`src/rtl/vga_ctrl_if.sv`:
```
`default_nettype none
// ============================================================================
// Module  : vga_ctrl_if
// Brief   : VRAM read port plus VGA DAC / CPU-side status bundle for vga_ctrl.
// Revision: 1.0
// ============================================================================
interface vga_ctrl_if;
    logic [15:0] vgac_addr;
    logic [15:0] vgac_data;
    logic        vga_hsync;
    logic        vga_vsync;
    logic        vga_blank_n;
    logic        vga_clk;
    logic [7:0]  vga_r;
    logic [7:0]  vga_g;
    logic [7:0]  vga_b;
    logic        vblank;
    logic        frame_pulse;

    modport master (
        output vgac_addr,
        input  vgac_data,
        output vga_hsync,
        output vga_vsync,
        output vga_blank_n,
        output vga_clk,
        output vga_r,
        output vga_g,
        output vga_b,
        output vblank,
        output frame_pulse
    );

    modport slave (
        input  vgac_addr,
        output vgac_data,
        input  vga_hsync,
        input  vga_vsync,
        input  vga_blank_n,
        input  vga_clk,
        input  vga_r,
        input  vga_g,
        input  vga_b,
        input  vblank,
        input  frame_pulse
    );
endinterface
`default_nettype wire

```
`src/rtl/vga_ctrl.sv`:
```
`default_nettype none
// ============================================================================
// Module  : vga_ctrl
// Brief   : 640x480@60 scan-out of a 240xIMG_H BGR555 bitmap, 2x scaled and
//           centred, with one pixel period of fetch/output pipeline.
// Revision: 1.0
// ============================================================================
module vga_ctrl #(
    parameter int CLK_DIV  = 2,
    parameter int X_OFF    = 80,
    parameter int Y_OFF    = 80,
    parameter int IMG_H    = 160,
    parameter int V_ACTIVE = 480,
    parameter int V_FP     = 10,
    parameter int V_SYNC   = 2,
    parameter int V_BP     = 33
) (
    input  wire logic  clk,
    input  wire logic  rst,
    vga_ctrl_if.master vif
);

    localparam int DIV_W = $clog2(CLK_DIV);

    localparam logic [DIV_W-1:0] c_DIV_LAST = DIV_W'(CLK_DIV - 1);
    localparam logic [DIV_W-1:0] c_HALF     = DIV_W'(CLK_DIV / 2);

    localparam logic [9:0] c_H_ACTIVE   = 10'd640;
    localparam logic [9:0] c_H_SYNC_BEG = 10'd656;
    localparam logic [9:0] c_H_SYNC_END = 10'd752;
    localparam logic [9:0] c_H_LAST     = 10'd799;

    localparam logic [9:0] c_V_ACTIVE   = 10'(V_ACTIVE);
    localparam logic [9:0] c_V_SYNC_BEG = 10'(V_ACTIVE + V_FP);
    localparam logic [9:0] c_V_SYNC_END = 10'(V_ACTIVE + V_FP + V_SYNC);
    localparam logic [9:0] c_V_LAST     = 10'(V_ACTIVE + V_FP + V_SYNC + V_BP - 1);

    localparam logic [9:0]  c_X_BEG = 10'(X_OFF);
    localparam logic [9:0]  c_X_END = 10'(X_OFF + 480);
    localparam logic [9:0]  c_Y_BEG = 10'(Y_OFF);
    localparam logic [9:0]  c_Y_END = 10'(Y_OFF + 2 * IMG_H);
    localparam logic [15:0] c_IMG_W = 16'd240;

    logic [DIV_W-1:0] r_div;
    logic [9:0]       r_h;
    logic [9:0]       r_v;
    logic [15:0]      r_base;
    logic [15:0]      r_addr;
    logic             r_s1_hs;
    logic             r_s1_vs;
    logic             r_s1_bn;
    logic             r_s1_vis;
    logic             r_hs;
    logic             r_vs;
    logic             r_bn;
    logic             r_vga_clk;
    logic [7:0]       r_r;
    logic [7:0]       r_g;
    logic [7:0]       r_b;
    logic             r_vblank;
    logic             r_fp;

    logic [DIV_W-1:0] w_div_nxt;
    logic             w_tick;
    logic             w_h_last;
    logic             w_v_last;
    logic [9:0]       w_h_nxt;
    logic [9:0]       w_v_nxt;
    logic             w_x_in;
    logic             w_y_in;
    logic             w_win;
    logic             w_nv_in;
    logic [9:0]       w_hrel;
    logic [15:0]      w_gx;
    logic [15:0]      w_addr;
    logic             w_hs;
    logic             w_vs;
    logic             w_bn;
    logic [14:0]      w_pix;

    assign w_tick    = (r_div == '0);
    assign w_div_nxt = (r_div == c_DIV_LAST) ? '0 : r_div + 1'b1;

    assign w_h_last = (r_h == c_H_LAST);
    assign w_v_last = (r_v == c_V_LAST);
    assign w_h_nxt  = w_h_last ? 10'd0 : r_h + 10'd1;
    assign w_v_nxt  = !w_h_last ? r_v : (w_v_last ? 10'd0 : r_v + 10'd1);

    assign w_x_in  = (r_h >= c_X_BEG) && (r_h < c_X_END);
    assign w_y_in  = (r_v >= c_Y_BEG) && (r_v < c_Y_END);
    assign w_win   = w_x_in && w_y_in;
    assign w_nv_in = (w_v_nxt >= c_Y_BEG) && (w_v_nxt < c_Y_END);

    // r_base holds gy*240 for the current line, so the address is just base + gx.
    assign w_hrel = r_h - c_X_BEG;
    assign w_gx   = 16'(w_hrel >> 1);
    assign w_addr = w_win ? (r_base + w_gx) : 16'd0;

    assign w_hs = !((r_h >= c_H_SYNC_BEG) && (r_h < c_H_SYNC_END));
    assign w_vs = !((r_v >= c_V_SYNC_BEG) && (r_v < c_V_SYNC_END));
    assign w_bn = (r_h < c_H_ACTIVE) && (r_v < c_V_ACTIVE);

    assign w_pix = 15'(vif.vgac_data);

    always_ff @(posedge clk) begin
        if (rst) begin
            r_div     <= '0;
            r_h       <= '0;
            r_v       <= '0;
            r_base    <= '0;
            r_addr    <= '0;
            r_s1_hs   <= 1'b1;
            r_s1_vs   <= 1'b1;
            r_s1_bn   <= 1'b0;
            r_s1_vis  <= 1'b0;
            r_hs      <= 1'b1;
            r_vs      <= 1'b1;
            r_bn      <= 1'b0;
            r_vga_clk <= 1'b0;
            r_r       <= '0;
            r_g       <= '0;
            r_b       <= '0;
            r_vblank  <= 1'b1;
            r_fp      <= 1'b0;
        end else begin
            r_div     <= w_div_nxt;
            r_vga_clk <= (w_div_nxt < c_HALF);
            r_fp      <= w_tick && w_h_last && w_v_last;
            if (w_tick) begin
                r_h <= w_h_nxt;
                r_v <= w_v_nxt;
                if (w_h_last) begin
                    if (w_v_nxt == c_Y_BEG) begin
                        r_base <= '0;
                    end else if (w_nv_in && (w_v_nxt[0] == c_Y_BEG[0])) begin
                        r_base <= r_base + c_IMG_W;
                    end
                end
                r_addr   <= w_addr;
                r_s1_hs  <= w_hs;
                r_s1_vs  <= w_vs;
                r_s1_bn  <= w_bn;
                r_s1_vis <= w_win && w_bn;
                r_vblank <= !w_y_in;
                // VRAM data for the previous pixel has landed by this tick.
                r_hs <= r_s1_hs;
                r_vs <= r_s1_vs;
                r_bn <= r_s1_bn;
                if (r_s1_vis) begin
                    r_r <= {w_pix[4:0],   w_pix[4:2]};
                    r_g <= {w_pix[9:5],   w_pix[9:7]};
                    r_b <= {w_pix[14:10], w_pix[14:12]};
                end else begin
                    r_r <= '0;
                    r_g <= '0;
                    r_b <= '0;
                end
            end
        end
    end

    assign vif.vgac_addr   = r_addr;
    assign vif.vga_hsync   = r_hs;
    assign vif.vga_vsync   = r_vs;
    assign vif.vga_blank_n = r_bn;
    assign vif.vga_clk     = r_vga_clk;
    assign vif.vga_r       = r_r;
    assign vif.vga_g       = r_g;
    assign vif.vga_b       = r_b;
    assign vif.vblank      = r_vblank;
    assign vif.frame_pulse = r_fp;

endmodule
`default_nettype wire

```
`src/flat_wrapper.sv`:
```
// flat-port wrapper written by rule: the top's interface ports become plain ports
module vga_ctrl_flat 
#(
    parameter int CLK_DIV  = 2,
    parameter int X_OFF    = 80,
    parameter int Y_OFF    = 80,
    parameter int IMG_H    = 160,
    parameter int V_ACTIVE = 480,
    parameter int V_FP     = 10,
    parameter int V_SYNC   = 2,
    parameter int V_BP     = 33
)
  (clk, rst, vif_vgac_addr, vif_vgac_data, vif_vga_hsync, vif_vga_vsync, vif_vga_blank_n, vif_vga_clk, vif_vga_r, vif_vga_g, vif_vga_b, vif_vblank, vif_frame_pulse);
  vga_ctrl_if vif_i ();
  input  wire logic clk;
  input  wire logic rst;
  output wire logic [$bits(vif_i.vgac_addr)-1:0] vif_vgac_addr;
  input wire logic [$bits(vif_i.vgac_data)-1:0] vif_vgac_data;
  output wire logic [$bits(vif_i.vga_hsync)-1:0] vif_vga_hsync;
  output wire logic [$bits(vif_i.vga_vsync)-1:0] vif_vga_vsync;
  output wire logic [$bits(vif_i.vga_blank_n)-1:0] vif_vga_blank_n;
  output wire logic [$bits(vif_i.vga_clk)-1:0] vif_vga_clk;
  output wire logic [$bits(vif_i.vga_r)-1:0] vif_vga_r;
  output wire logic [$bits(vif_i.vga_g)-1:0] vif_vga_g;
  output wire logic [$bits(vif_i.vga_b)-1:0] vif_vga_b;
  output wire logic [$bits(vif_i.vblank)-1:0] vif_vblank;
  output wire logic [$bits(vif_i.frame_pulse)-1:0] vif_frame_pulse;
  assign vif_vgac_addr = vif_i.vgac_addr;
  assign vif_i.vgac_data = vif_vgac_data;
  assign vif_vga_hsync = vif_i.vga_hsync;
  assign vif_vga_vsync = vif_i.vga_vsync;
  assign vif_vga_blank_n = vif_i.vga_blank_n;
  assign vif_vga_clk = vif_i.vga_clk;
  assign vif_vga_r = vif_i.vga_r;
  assign vif_vga_g = vif_i.vga_g;
  assign vif_vga_b = vif_i.vga_b;
  assign vif_vblank = vif_i.vblank;
  assign vif_frame_pulse = vif_i.frame_pulse;
  vga_ctrl #(.CLK_DIV(CLK_DIV), .X_OFF(X_OFF), .Y_OFF(Y_OFF), .IMG_H(IMG_H), .V_ACTIVE(V_ACTIVE), .V_FP(V_FP), .V_SYNC(V_SYNC), .V_BP(V_BP)) u_core (.clk(clk), .rst(rst), .vif(vif_i));
endmodule
```
`config.mk`:
```
export PLATFORM = sky130hd
export DESIGN_NAME = vga_ctrl_flat
export DESIGN_NICKNAME = d
export VERILOG_FILES = /design/src/rtl/vga_ctrl_if.sv /design/src/rtl/vga_ctrl.sv /design/src/flat_wrapper.sv
export SDC_FILE = /design/constraint.sdc
export NUM_CORES = 1
export LEC_CHECK = 0
export ABC_AREA = 1
export CAP_MARGIN = 20
export CORE_MARGIN = 1
export CORE_UTILIZATION = 40
export CTS_CLUSTER_SIZE = 28
export DETAILED_ROUTE_END_ITERATION = 10
export HOLD_SLACK_MARGIN = 0.08
export PLACE_DENSITY = 0.75
export SYNTH_ARGS = -nofsm -noshare
export SYNTH_HDL_FRONTEND = slang
export SYNTH_SLANG_ARGS = --single-unit
```
`constraint.sdc`:
```
create_clock -name clk -period 2.6 [get_ports clk]
set_input_delay 0.65 -clock clk [delete_from_list [all_inputs] [get_ports clk]]
set_output_delay 0.65 -clock clk [all_outputs]
set_load 0.02 [all_outputs]
```
==> impl_metrics.py <==
metrics = {
    "pwr": {
        "leakage_nw": 1.98,
        "cellPowerDensity_mw_per_mm2": 484,
        "seq_power_share_pct": 49.2,
        "switching_power_mw": 0.510,
        "irDropWorstVdd_uv": 327,
        "p_total_mw": 2.33,
        "power.internal_mw": 1.82,
        "comb_power_share_pct": 4.0,
        "p_clk_share_pct": 46.8,
        "p_sw_share_pct": 21.9,
    },
    "route": {
        "drc_errors": 0,
        "dr.first_iter.drc_count": 178,
        "dr_total_vias": 3678,
        "post_drt_wl_per_cell_um": 13.2,
        "routed_via_density": 5.20,
        "wirelength_mm": 9.35,
        "dr.pass1.iters": 4,
        "final_antenna_net_count": 0,
    },
    "cells_and_area": {
        "fin_area_mm2": 0.00482,
        "drive_gt1_share_pct": 8.89,
        "diodes": 0,
        "syn_to_final_growth_pct": 27.2,
        "layout.nets": 623,
    },
    "sta": {
        "rsz0062_at_grt": "true",
        "setup_slack_ps": 147,
        "relSlewSlack_pct": 57.8,
        "tightest_slew_ps": 627,
        "drv_slew": 0,
        "skew_ps": 8.17,
        "hold_violations": 0,
        "fmax_ghz": 0.408,
        "period_needed_ps": 2450,
        "fin_crit_sh_pct": 94.3,
        "fin_setup_tns_ps": 0,
        "setup_violations": 0,
    },
    "grt": {
        "grt_max_degree": 36,
        "grt_pass1_vias": 3435,
        "grt_first_pass_wirelength_mm": 15.8,
        "grtUsageMet2_pct": 33.3,
        "top_usage_layer": "met2",
        "gr-usage-met3_pct": 4.15,
        "grt.total_usage_pct": 19.9,
        "antenna_found_initial": 0,
        "grt_overflow": 0,
        "met1_usage_pct": 25.5,
    },
    "yosys": {
        "synth_area_leaders": "dfxtp_1, nand2_1, inv_1, nor2_1, ha_1",
        "synth-main-ff-cell": "dfxtp_1",
        "yosys_warnings": 0,
        "synth_common_cells": "nand2_1, dfxtp_1, inv_1",
        "syn-cell-area_mm2": 0.00379,
        "synth_top_area_share_pct": 39.1,
        "synth_top_area_cell": "dfxtp_1",
        "ys_async_sr_fraction_pct": 0,
        "yosys.cell_types.count": 43,
        "syn-num-nets": 558,
        "yosysSeqAreaShare_pct": 39.1,
        "synth_most_common_cell": "nand2_1",
        "synth-seq-cells": 74,
        "syn_area_per_cell_um2": 7.20,
        "synth-edff-count": 0,
        "synth_cells": 526,
    },
    "floorplanning": {
        "die_w_um": 99.3,
        "die_y_um": 99.3,
        "start_util_pct": 41.2,
        "core_area_mm2": 0.00920,
        "die-area_mm2": 0.00986,
        "row_count": 35,
        "ios": 64,
    },
    "hold_path": {
        "hp-class": "register to register",
    },
    "clock_tree": {
        "clkTransAtPathRegs_ps": 80,
        "cts_hold_buffers": 0,
        "cts_max_path_buffers": 2,
        "cts_tree": "done",
        "numClockSinks": 74,
        "cts_root_buffer": "clkbuf_8",
        "worstSkewPairLatency_ps": 350,
        "cts_buffers": 9,
        "cts_max_level": 3,
    },
    "placed_design": {
        "dpl_worst_slack_ps": 79.7,
        "post_dp_cell_area_mm2": 0.00452,
        "place.gp.congestion": 0.878,
        "port-buffer-count": 62,
        "dpl.hpwl_mm": 6.80,
    },
    "worst_setup_path": {
        "arrival_ps": 2680,
        "startpoint_type": "register",
        "path_class": "register to register",
        "crit_path_end_kind": "register",
        "worstPathMaxFanout": 4,
        "critical_path_required_ps": 2830,
    },
    "run": {
        "max_cap_violations": 0,
    },
    "outcome": {
        "status": "finished, final reports clean",
    },
}
## what timing repair did
item / CTS / global route
endpoints found under the hold margin: 0 / 0
endpoints found under the setup margin: 0 / 16
resized for setup: 0 / 10
buffers inserted: 0 / 3
## power by group through the flow
stage | clock (mW) | sequential (mW) | combinational [mW]
2_1_floorplan | 0 | 1.17 | 0.0418
3_3_place_gp | 0 | 1.17 | 0.0901
3_5_place_dp | 0 | 1.17 | 0.0921
4_1_cts | 1.11 | 1.15 | 0.0928
5_1_grt | 1.16 | 1.15 | 0.103
6_report | 1.09 | 1.15 | 0.0928
## sequential cells by signal, summed over array words and instances (netlist names), 5 cells and up
name	count
u_core.r_v	10
u_core.vif.vga_g	5
u_core.r_h	10
u_core.vif.vga_r	5
u_core.vif.vga_b	5
u_core.vif.vgac_addr	16
u_core.r_base	12
## layout make-up
class	instances	area (um2)
fillers	851	4380
multi-input cells	356	1920
flip-flops and latches	74	1480
repair buffers	77	758
inverters	73	274
well taps	111	139
clock buffers	10	128
clock inverters	6	115
## path summary, 6_finish.rpt
path                                  from                       end  slack, ps  cells past startpoint
hold / removal    u_core.vif.vgac_addr[12]  u_core.vif.vgac_addr[12]        460                      2
setup / recovery             u_core.r_h[4]  u_core.vif.vgac_addr[14]        150                     15
hold reg to reg   u_core.vif.vgac_addr[12]  u_core.vif.vgac_addr[12]        460                      2
setup reg to reg             u_core.r_h[4]  u_core.vif.vgac_addr[14]        150                     15
## routing by layer
metal	routed length, um	share of wire [%]
met5	0	0
met2	4580	49
met1	4190	45
met3	471	5.0
met4	111	1.2
## through the flow
stage / instances / hold WS (ps) / utilization [%]
floorplan: 526 / 430 / -
global placement: 688 / 441 / 49.1
detailed placement: 688 / 446 / 49.1
CTS: 704 / 462 / 51.8
global route: 707 / 490 / 52.4
finish: 707 / 458 / 52.4
## placed cells by master, fill, tap and decap left out, types with 10 or more instances in the layout
master and instances:
o21ai_0 34, nand2_1 126, dfxtp_1 74, nand3_1 29, buf_4 13, a32o_1 15, nor2_1 59, ha_1 13
nand4_1 10, clkdlybuf4s50_1 62, inv_1 72
## worst max-delay path: stages, from the launching register on
cell and delay (ps):
dfxtp_1 390, inv_1 100, ha_1 270, xnor2_1 150, ha_1 310, a21o_1 210, nand2_1 60, nand2_1 70
nand2_1 60, nand2_1 110, a21oi_4 210, nor2_1 100, nand2_1 80, nand2_1 50, o21ai_0 70, o21ai_0 90
## cell families (layout without fill, tap and decap cells)
| family | after synthesis | in the layout | synth area share (%) |
|---|---|---|---|
| XOR/XNOR | 11 | 11 | 2.54 |
| AO/OA/AOI/OAI | 78 | 78 | 13.7 |
| buffers and inverters | 96 | 166 | 11.1 |
| flip-flops | 74 | 74 | 39.1 |
| adder cells (fa/ha/maj) | 14 | 14 | 4.63 |
| AND/OR/NAND/NOR | 253 | 253 | 28.9 |
No activity file was read; power rests on OpenSTA's default activity.
